[src/rtl/ahb_slave_pkg.sv]
// ahb_slave_pkg: shared AHB transfer encodings and the data-phase response states.
package ahb_slave_pkg;
    localparam logic [1:0] HTRANS_IDLE = 2'b00;
    localparam logic [1:0] HTRANS_BUSY = 2'b01;
    localparam logic [1:0] HTRANS_NSEQ = 2'b10;
    localparam logic [1:0] HTRANS_SEQ  = 2'b11;
    localparam logic [2:0] HSIZE_BYTE  = 3'b000;
    localparam logic [2:0] HSIZE_HALF  = 3'b001;
    localparam logic [2:0] HSIZE_WORD  = 3'b010;
    typedef enum logic [1:0] {OKAY, ERR1, ERR2} resp_state_t;
endpackage

[src/rtl/ahb_lane_mask.sv]
// ahb_lane_mask: byte enables and misalignment flag for a transfer size and low address bits.
module ahb_lane_mask
    import ahb_slave_pkg::*;
(
    input  logic [2:0] size,
    input  logic [1:0] addr,
    output logic [3:0] be,
    output logic       misalign
);
    always_comb begin
        be       = (size == HSIZE_BYTE) ? 4'b0001 << addr :
                   (size == HSIZE_HALF) ? (addr[1] ? 4'b1100 : 4'b0011) : 4'b1111;
        misalign = (size == HSIZE_HALF && addr[0]) || (size == HSIZE_WORD && addr != 2'b00);
    end
endmodule

[src/rtl/ahb_slave_data_phase.sv]
// ahb_slave_data_phase: AHB data-phase stage with a small word-addressed register file.
// Define AHB_SLV_ERR_EN to answer bad transfers with the two-cycle ERROR response.
module ahb_slave_data_phase
    import ahb_slave_pkg::*;
#(
    parameter int NUM_REGS = 4,
    parameter int ADDR_W   = 8,
    parameter int DATA_W   = 32
) (
    input  logic              clk,
    input  logic              rst,
    input  logic              enable,
    input  logic              hsel,
    input  logic [1:0]        htrans,
    input  logic [ADDR_W-1:0] haddr,
    input  logic              hwrite,
    input  logic [2:0]        hsize,
    input  logic [DATA_W-1:0] hwdata,
    output logic [DATA_W-1:0] hrdata,
    output logic              hready,
    output logic              hresp
);
`ifdef AHB_SLV_ERR_EN
    localparam bit ERR_EN = 1'b1;
`else
    localparam bit ERR_EN = 1'b0;
`endif
    localparam int IW = $clog2(NUM_REGS);

    resp_state_t       state;
    logic [IW-1:0]     a_idx;
    logic              a_write, a_bad;
    logic [3:0]        a_be, be;
    logic              misalign, sample, bad_now, commit;
    logic [DATA_W-1:0] regs [NUM_REGS];

    ahb_lane_mask u_lane_mask (.size(hsize), .addr(haddr[1:0]), .be(be), .misalign(misalign));

    assign sample  = hsel && hready && (htrans == HTRANS_NSEQ || htrans == HTRANS_SEQ);
    assign bad_now = (haddr[ADDR_W-1:2] >= (ADDR_W-2)'(NUM_REGS)) || (hsize > HSIZE_WORD) || misalign;
    assign commit  = state == OKAY && enable && a_write && !a_bad;
    assign hready  = state != ERR1;
    assign hresp   = ERR_EN && state != OKAY;
    assign hrdata  = (enable && !a_write && !a_bad) ? regs[a_idx] : '0;

    // Lane enables are captured with the address so the commit never sees the next transfer's size.
    always_ff @(posedge clk) begin
        if (rst) begin
            state   <= OKAY;
            a_idx   <= '0;
            a_write <= 1'b0;
            a_be    <= '0;
            a_bad   <= 1'b0;
            for (int i = 0; i < NUM_REGS; i++) regs[i] <= '0;
        end else begin
            if (sample) begin
                a_idx   <= haddr[IW+1:2];
                a_write <= hwrite;
                a_be    <= be;
                a_bad   <= bad_now;
            end
            if (commit)
                for (int b = 0; b < 4; b++)
                    if (a_be[b]) regs[a_idx][8*b +: 8] <= hwdata[8*b +: 8];
            state <= (state == ERR1) ? ERR2 :
                     (state == OKAY && ERR_EN && enable && a_bad) ? ERR1 : OKAY;
        end
    end
endmodule

[config.mk]
export PLATFORM = sky130hd
export DESIGN_NAME = ahb_slave_data_phase
export DESIGN_NICKNAME = d
export VERILOG_FILES = /design/src/rtl/ahb_slave_pkg.sv /design/src/rtl/ahb_lane_mask.sv /design/src/rtl/ahb_slave_data_phase.sv
export SDC_FILE = /design/constraint.sdc
export NUM_CORES = 1
export LEC_CHECK = 0
export ABC_AREA = 1
export BUFFER_PORTS_ARGS = -buffer_cell sky130_fd_sc_hd__buf_2
export CAP_MARGIN = 40
export CORE_AREA = 2 2 112 114
export DETAILED_ROUTE_END_ITERATION = 7
export DIE_AREA = 0 0 114 116
export HOLD_SLACK_MARGIN = 0.05
export PLACE_DENSITY = 0.7
export SYNTH_ARGS = -nofsm -noshare
export SYNTH_HDL_FRONTEND = slang
export SYNTH_SLANG_ARGS = --single-unit
[constraint.sdc]
create_clock -name clk -period 3.25 [get_ports clk]
set_clock_uncertainty 0.05 [all_clocks]
set_input_delay 0.1625 -clock clk [delete_from_list [all_inputs] [get_ports clk]]
set_output_delay 0.1625 -clock clk [all_outputs]
set_load 0.01 [all_outputs]
Yosys cells after proc, flatten, opt, wreduce, memory -nomap -nowiden
Memory sizes are Yosys's and may differ from the RTL's. A register that Yosys moved wholly into a read port is not among the register bits.
Cells that the tools add are included.
W data, S select, Z words.
{"block": "op_classes", "n_lt_le_gt_ge": 2, "n_eq_ne": 6, "shifts": 1, "mux": 28, "reduce_logical": 19}
{"operator": "$mux W32", "count": 2}
{"operator": "$reduce_or A32 Y1", "count": 1}
{"operator": "$mux W1", "count": 18}
{"operator": "$mux W4", "count": 4}
{"operator": "$logic_and A1 B1 Y1", "count": 9}
{"operator": "$mux W2", "count": 4}
{"operator": "$ge A6 B3 Y1 const B", "count": 1}
{"operator": "$eq A2 B2 Y1 const B", "count": 2}
{"operator": "$logic_or A1 B1 Y1", "count": 4}
{"operator": "$shl A1 B2 Y4 const A", "count": 1}
{"operator": "$eq A3 B1 Y1 const B", "count": 1}
{"operator": "$eq A3 B2 Y1 const B", "count": 1}
{"operator": "$gt A3 B2 Y1 const B", "count": 1}
{"operator": "$logic_not A3 Y1", "count": 1}
{"operator": "$eq A2 B1 Y1 const B", "count": 1}
{"operator": "$logic_not A1 Y1", "count": 2}
{"operator": "$logic_not A2 Y1", "count": 1}
{"operator": "$ne A2 B1 Y1 const B", "count": 1}
{"operator": "$reduce_bool A2 Y1", "count": 1}
{"block": "word_totals", "ff_bits": 10, "ram_bits": 128, "input_bits": 50, "output_inout_bits": 34, "wordCells": 62, "mem_count": 1}
{"name": "regs", "depth": 4, "word_bits": 32, "rd": 1, "rd_ports_with_merged_regs": 1, "wr": 4, "line": "ahb_slave_data_phase.sv:35", "rtl": "logic [DATA_W-1:0] regs [NUM_REGS];"}

Logic depth before layout (Yosys ltp)
Gate-level depths: netlist (run 1).
{"block": "logic_depth", "word_depth": 9, "mapped_depth": 7, "depth_no_buf": 6}

Cells and area by module
Synthesis (run 1) repeated with hierarchy kept, for this count alone.
{"block": "unflattened", "hier_cells": 654, "area_unflattened_um2": 6414.9}
{"module": "ahb_slave_data_phase", "n_inst": 1, "cells_per_inst": 637, "area_each_um2": 6331.1, "seq_area_each_um2": 4043.9}
{"module": "ahb_lane_mask", "n_inst": 1, "cells_per_inst": 17, "area_each_um2": 83.8, "seq_area_each_um2": 0.0}

Least setup slack after synthesis (run 1)
Ideal clock, no wire load.
{"block": "synth_path", "path_type": "flip-flop to flip-flop", "startpoint": "reg a_idx[1]", "endpoint": "mem regs[3][24], enable pin", "setup_ns": 0.370, "arrival_time_ns": 1.410, "required_ns": 2.830, "path_slack_ns": 1.419, "path_stages_with_launch": 5, "n_path_buf": 1, "period_less_slack_ns": 1.831, "cell_sequence": "dfxtp_1 clkbuf_1 inv_2 o21a_1 nor2_1"}
{"item": "from (decl)", "line": "ahb_slave_data_phase.sv:31", "rtl": "logic [IW-1:0] a_idx;"}
{"item": "from (signal assigned)", "line": "ahb_slave_data_phase.sv:57", "rtl": "a_idx <= haddr[IW+1:2];"}
{"item": "to (decl)", "line": "ahb_slave_data_phase.sv:35"}

==> metrics.md, run 1 <==
| Metric | Value |
|---|---|
| Outcome | complete, no violations |
| Dpl hpwl | 9058 um |
| Hold WC Path Type | input pin to flop |
| 1st-pass router iterations | 5 |
| Initial core utilization | a little over half |
| WP data arrival | between 2 and 3 ns |
| GRT overflow | 0 |
| PwrDens | roughly 560 nW/um^2 |
| Pleak | 3.086 nW |
| Routed WL | 14060 um |
| Final Core Density | a little under two thirds |
| Max-slew headroom | 43.57% |
| Setup TNS | 0 ns |
| Vias in the first global route | 4635 |
| Initial antenna violation count | 0 |
| Syn_nets | 694 |
| #FFs+latches synth | 138 |
| Clock Tree Root | clkbuf_16 |
| Worst slew pin tran | roughly 0.85 ns |
| WL/cell | 15.85 um |
| Max-Cap Viols | 0 |
| Routed vias | 4745 |
| Final RePlAce weighted congestion | 0.8221 |
| TritonCTS clock tree | done |
| CP Data Required Time | 3.29 ns |
| Boundary Pins | 84 |
| RSZ-0062 raised after global routing | no |
| Tmin final | 2.476 ns |
| Placed inst area | 6853 sq um |
| Max stage delay on crit path | 0.37 ns |
| Layout cells sized above 1 | 20.00% |
| Syn_area_per_cell | 9.899 sq um |
| Final nets | just under 800 |
| Most frequent cells in the layout | nor2_1, edfxtp_1, buf_2, o21ai_0, nand2_1 |
| Crit path max-delay family | simple AND/OR/NAND/NOR gates |
| Register area | 4045 sq um |
| F_max | ~0.40 GHz |
| Final Cycle Share | 76.20% |
| Area occupied by multi-input gates | 1986 sq um |
| Commonest non-fill, non-tap cell in the layout | nor2_1 |
| Worst R2R Start | a_write |
| Crit. End Element | flop |
| Setup crit start kind | flop |
| Max VDD drop | around 0.29 mV |
| Min Hold Slack | 0.04965 ns |
| H-tree levels | 4 |
| GRT Overall Usage | 22.22% |
| Critical Path Start | a_write |
| CTS max path bufs | 2 |
| Top area cells in the synthesized netlist | edfxtp_1, nor2_1, o21ai_0 |
| First-pass GRT wire length | 22200 um |
| Max Transition Viols Final | 0 |
| # port buffers | 80 |
| Cell Area, Synth | 6375 sq um |
| Core area | 11910 sq um |
| TritonCTS Buffers | 17 |
| Synth unique cells | 28 |
| Area leader, netlist | edfxtp_1 |
| Seq/Total Area, Yosys | 63.43% |
| Flop-to-flop setup slack | 0.77 ns |
| Via density | 5.349 |
| # setup viols final | 0 |
| Syn-to-layout area delta | 18.37% |
| Standard-cell row count | 40 |
| DRC Markers | 0 |
| Die Y | 116 um |
| Synthesized netlist cell count | 644 |
| YS warnings | 0 |
| CP Max Fanout | 31 |
| Clk sinks | 138 |
| Die width | 114 um |
| Remaining antenna violation count | 0 |
| Antenna fix cells | 0 |
| Die Footprint | 13220 sq um |
| Worst-path clk slew | approximately 0.06 ns |
| Buf/Inv on CP | 1 |
| Iter 0 DRT Violations | 372 |
| Largest net degree at the start of global routing | 65 |
| Final Cell Area | 7546 sq um |
| Fillers | about 980 |
| Hold_sp | hwdata[24] |
| Clk_lat worst skew | 0.42 ns |
| CTS resizes | 0 |
| Final Hold Vio Count | 0 |
| Synth top area share | 60.29% |
| CP cell instances | nand2_2, nor2_4, o211ai_2, nand2_4, buf_4, nand4_2, nand2_1 |
| WS Path Type | flop to flop |
| Crit-path slowest cell | nand2_1 |
[worst reg2reg max path, cell delays in order (launching register included)]
cell and delay (ns):
dfxtp_1 0.36, nand2_2 0.07, nor2_4 0.16, o211ai_2 0.14
nand2_4 0.36, buf_4 0.35, nand4_2 0.28, nand2_1 0.37
[sequential cells by signal (all words and copies together) (netlist names), named ones only]
name	flops
regs	128
a_be	4
a_write	1
a_idx	2
a_bad	1
[layer usage]
| layer | vias up | GRT usage (%) | routed length [um] |
|---|---|---|---|
| met5 | - | 0 | 0 |
| met4 | 0 | 8.374 | 201 |
| met3 | 20 | 4.393 | 771 |
| met2 | 160 | 38.69 | 7258 |
| met1 | 2242 | 27.69 | 5832 |
| li1 | 2323 | - | - |
[power breakdown]
group | leakage, nW | internal, mW | total (mW) | switching [mW]
Combinational | 1.39 | 0.114 | 0.349 | 0.235
Clock | 0.288 | 1.08 | 1.84 | 0.761
Sequential | 1.41 | 2.01 | 2.03 | 0.0265
Total | 3.09 | 3.20 | 4.22 | 1.02
[repair_timing]
item,in CTS,in global routing
setup buffers,0,0
hold endpoints to repair,10,0
hold buffers,12,0
[kinds of logic (layout without fill, tap and decap cells)]
| group | count (synthesis) | count (layout) | synth area share, % |
|---|---|---|---|
| compound gates | 120 | 120 | 9.814 |
| buf+inv | 80 | 176 | 5.417 |
| flops | 138 | 138 | 63.43 |
| other cells | 2 | 2 | 0.1178 |
| simple gates | 304 | 304 | 21.22 |
[final timing paths]
| kind | endpoint | cells after the start |
|---|---|---|
| max | regs[0][8] | 7 |
| min | regs[3][24] | 3 |
| max reg2reg | regs[0][8] | 7 |
| min reg2reg | a_write | 2 |
[through the flow]
| stage | cells | power (mW) | setup WS, ns |
|---|---|---|---|
| 2_1_floorplan | 644 | 2.284 | 1.419 |
| 3_3_place_gp | 841 | 2.390 | 0.8406 |
| 3_5_place_dp | 843 | 2.409 | 0.7454 |
| 4_1_cts | 887 | 4.231 | 0.7280 |
| 5_1_grt | 887 | 4.362 | 0.5680 |
| 6_report | 887 | 4.225 | 0.7736 |
[cell type report]
type,instances,area share (%)
multi-input cells,426,26.31
inverters,46,2.288
well taps,147,2.437
clock buffers,19,6.301
flip-flops and latches,138,53.61
clock inverters,13,1.293
repair buffers,98,7.760
[Yosys cell counts]
| cell | n |
|---|---|
| nor2_1 | 223 |
| edfxtp_1 | 128 |
| o21ai_0 | 68 |
| nand2_1 | 55 |
| inv_1 | 42 |
| a21oi_1 | 40 |
| clkbuf_1 | 19 |
| dfxtp_1 | 10 |
| buf_2 | 8 |
| nor2_2 | 8 |
| nand4_4 | 7 |
| o21ai_1 | 6 |
| buf_4 | 5 |
| nand4_2 | 5 |
| inv_2 | 3 |
| conb_1 | 2 |
| nor3_1 | 2 |
| o211ai_2 | 2 |
| o21a_1 | 2 |
| a31oi_1 | 1 |
| a41oi_1 | 1 |
| buf_1 | 1 |
| buf_12 | 1 |
| clkinv_1 | 1 |
| nand2_2 | 1 |
| nand2_4 | 1 |
| nor2_4 | 1 |
| or3b_2 | 1 |
Note: power is estimated with default switching activity, not from simulation.
==> inputs of run 2 (changes only) <==
==> constraint.sdc (replaced) <==
create_clock -name clk -period 2.5 [get_ports clk]
set_clock_uncertainty 0.05 [all_clocks]
set_input_delay 0.125 -clock clk [delete_from_list [all_inputs] [get_ports clk]]
set_output_delay 0.125 -clock clk [all_outputs]
set_load 0.01 [all_outputs]
==> run 2 against run 1 <==
- combinational power rose by 45%
- total power rose by 33%
- utilization rose by 3.1 points
- design area rose by 4.9%
==> metrics.md, run 2 (synthesis results as in run 1) <==
| Metric | Value |
|---|---|
| Outcome | complete, no violations (unchanged) |
| Worst Hold Depth | 3 (unchanged) |
| Worst-path clk slew | 0.06 ns (about the same) |
| GRT overflow | 0 (unchanged) |
| CTS max path bufs | 2 (unchanged) |
| Pleak | 3.248 nW (was 3.086 nW) |
| Metal1 wirelength | 6247 um (was 5832 um) |
| Die width | 114 um (unchanged) |
| CP Data Required Time | 2.33 ns (was 3.29 ns) |
| Clock Tree Root | clkbuf_16 (unchanged) |
| Biggest regs | regs: 128 flops, a_be: 4 flops, a_idx: 2 flops (unchanged) |
| Final Core Density | 66.48% (was 63.35%) |
| H-tree levels | 4 (unchanged) |
| Switching share of power | 23.59% (was 24.20%) |
| Max-Cap Viols | 0 (unchanged) |
| Hold WC Path Type | input pin to flop (unchanged) |
| Die Footprint | 13220 sq um (unchanged) |
| Worst R2R Start | a_write (unchanged) |
| Metal3 WL | 773 um (was 771 um) |
| Max Transition Viols Final | 0 (unchanged) |
| Via density | 5.332 (was 5.349) |
| Clk sinks | 138 (unchanged) |
| Worst slew pin tran | 0.8810 ns (was 0.8464 ns) |
| NetSw | 1.326 mW (was 1.022 mW) |
| Setup TNS | 0 ns (unchanged) |
| Final nets | 816 (was 777) |
| Routed vias | 4937 (was 4745) |
| GRT Overall Usage | 24.09% (was 22.22%) |
| RSZ-0062 raised after global routing | no (unchanged) |
| CP Max Fanout | 64 (was 31) |
| Commonest non-fill, non-tap cell in the layout | nor2_1 (unchanged) |
| Combinational power share | 9.0% (was 8.3%) |
| Reg with most FFs | regs (unchanged) |
| Antenna fix cells | 0 (unchanged) |
| Boundary Pins | 84 (unchanged) |
| Setup crit start kind | flop (unchanged) |
| R2R cell count | 7 (unchanged) |
| Largest net degree at the start of global routing | 65 (unchanged) |
| Crit-path slowest cell | buf_4 (was nand2_1) |
| R2R Path End | regs[1][10] (was regs[0][8]) |
| Seq pwr share | 47.0% (was 48.1%) |
| F_max | roughly 0.43 GHz |
| PwrDens | 710.0 nW/um^2 (was 559.9 nW/um^2) |
| Worst Hold End | regs[3][15] (was regs[3][24]) |
| Max layer used | met4 (unchanged) |
| Most frequent cells in the layout | nor2_1, edfxtp_1, buf_2, o21ai_0, nand2_1 (unchanged) |
| DRC Markers | 0 (unchanged) |
| Most frequent cell on the critical path | nor2_1 |
| Routed WL | 15150 um (was 14060 um) |
| Power Total | 5.623 mW (was 4.225 mW) |
| Max VDD drop | 0.4354 mV (was 0.2851 mV) |
| # setup viols final | 0 (unchanged) |
| 1st-pass router iterations | 6 (was 5) |
| Tmin final | 2.299 ns |
| Dpl hpwl | 9451 um (was 9058 um) |
| Syn-to-layout area delta | 24.22% (was 18.37%) |
| Hold_sp | hwdata[15] (was hwdata[24]) |
| Max-slew headroom | 41.05% (was 43.57%) |
| Initial antenna violation count | 0 (unchanged) |
| Layout cells sized above 1 | 20.54% (was 20.00%) |
| Final RePlAce weighted congestion | 0.8405 (was 0.8221) |
| First-pass GRT wire length | 23890 um (was 22200 um) |
| Remaining antenna violation count | 0 (unchanged) |
| Flop-to-flop setup slack | 0.36 ns (was 0.77 ns) |
| Clock share of power | 44.0% (was 43.6%) |
| # port buffers | 80 (unchanged) |
| CP cell instances | buf_4, nor2_1, nor2_1, o21ai_0, a21oi_1, buf_2 (was nand2_2, nor2_4, o211ai_2, nand2_4, buf_4, nand4_2, nand2_1) |
| TritonCTS Buffers | 17 (unchanged) |
| WS Path Type | flop to primary output (was flop to flop) |
| Max stage delay on crit path | 0.56 ns (was 0.37 ns) |
| Final Cycle Share | 91.97% |
| TritonCTS clock tree | done (unchanged) |
| Initial core utilization | 53.52% (unchanged) |
| Iter 0 DRT Violations | 454 (was 372) |
| Die Y | 116 um (unchanged) |
| Max reg flops | 128 (unchanged) |
| Crit. End Element | primary output (was flop) |
| Clk_lat worst skew | 0.42 ns (about the same) |
| Int Pwr | 4.296 mW (was 3.203 mW) |
| Core area | 11910 sq um (unchanged) |
| Routed met2 length | 7838 um (was 7258 um) |
| WP data arrival | 2.12 ns (was 2.51 ns) |
| Standard-cell row count | 40 (unchanged) |
| Final Hold Vio Count | 0 (unchanged) |
| Vias in the first global route | 4897 (was 4635) |
| WL/cell | 16.36 um (was 15.85 um) |
## run 2: worst max-delay path by stage
stage               cells after the start      from  slack, ns          end
floorplan                               4  a_idx[1]       0.67  regs[3][24]
detailed placement                      7   a_write       0.38  regs[1][11]
finish                                  6      flop       0.20    hrdata[2]
CTS                                     6      flop       0.19    hrdata[2]
global route                            6      flop       0.08    hrdata[2]
global placement                        7   a_write       0.43  regs[1][13]
## run 2: repair_timing
| action | 4_1_cts | 5_1_grt |
|---|---|---|
| hold endpoints to repair | 39 | 0 |
| buffers inserted | 0 | 0 |
| hold buffers | 38 | 0 |
| resized for setup | 0 | 0 |
## run 2: cell type report
type / count / area (sq um)
sequential: 138 / 4045
fill: 926 / 3993
multi-input combinational: 426 / 1986
timing repair buffer: 137 / 943.4
clock buffer: 19 / 442.9
tap: 147 / 183.9
inverter: 46 / 172.7
clock inverter: 13 / 145.1
## run 2: critical path, delay by kind of cell (launching register included)
| family | cells | cell delay, ns |
|---|---|---|
| AND/OR/NAND/NOR | 2 | 0.29 |
| flip-flops | 1 | 0.33 |
| AO/OA/AOI/OAI | 2 | 0.35 |
| buffers and inverters | 2 | 0.73 |
## run 2: metal layers
layer / vias to the layer above / GRT usage (%)
met3: 29 / 5.230
met4: 0 / 9.919
li1: 2400 / -
met1: 2350 / 29.06
met5: - / 0
met2: 158 / 42.22
## run 2: per-stage QoR
step	instance area, sq um	hold slack, ns	setup WS [ns]	cells
2_1_floorplan	6375	0.2417	0.6692	644
3_3_place_gp	6923	0.3291	0.4320	855
5_1_grt	7919	0.06113	0.08043	926
6_report	7919	0.05273	0.2008	926
3_5_place_dp	6950	0.3330	0.3776	856
4_1_cts	7919	0.05065	0.1887	926
## run 2: power by group through the flow
stage               clock (mW)  sequential (mW)  combinational [mW]
floorplan                    0             2.68               0.292
global placement             0             2.69               0.437
detailed placement           0             2.69               0.456
CTS                       2.48             2.64               0.506
global route              2.59             2.65               0.561
finish                    2.47             2.64               0.506
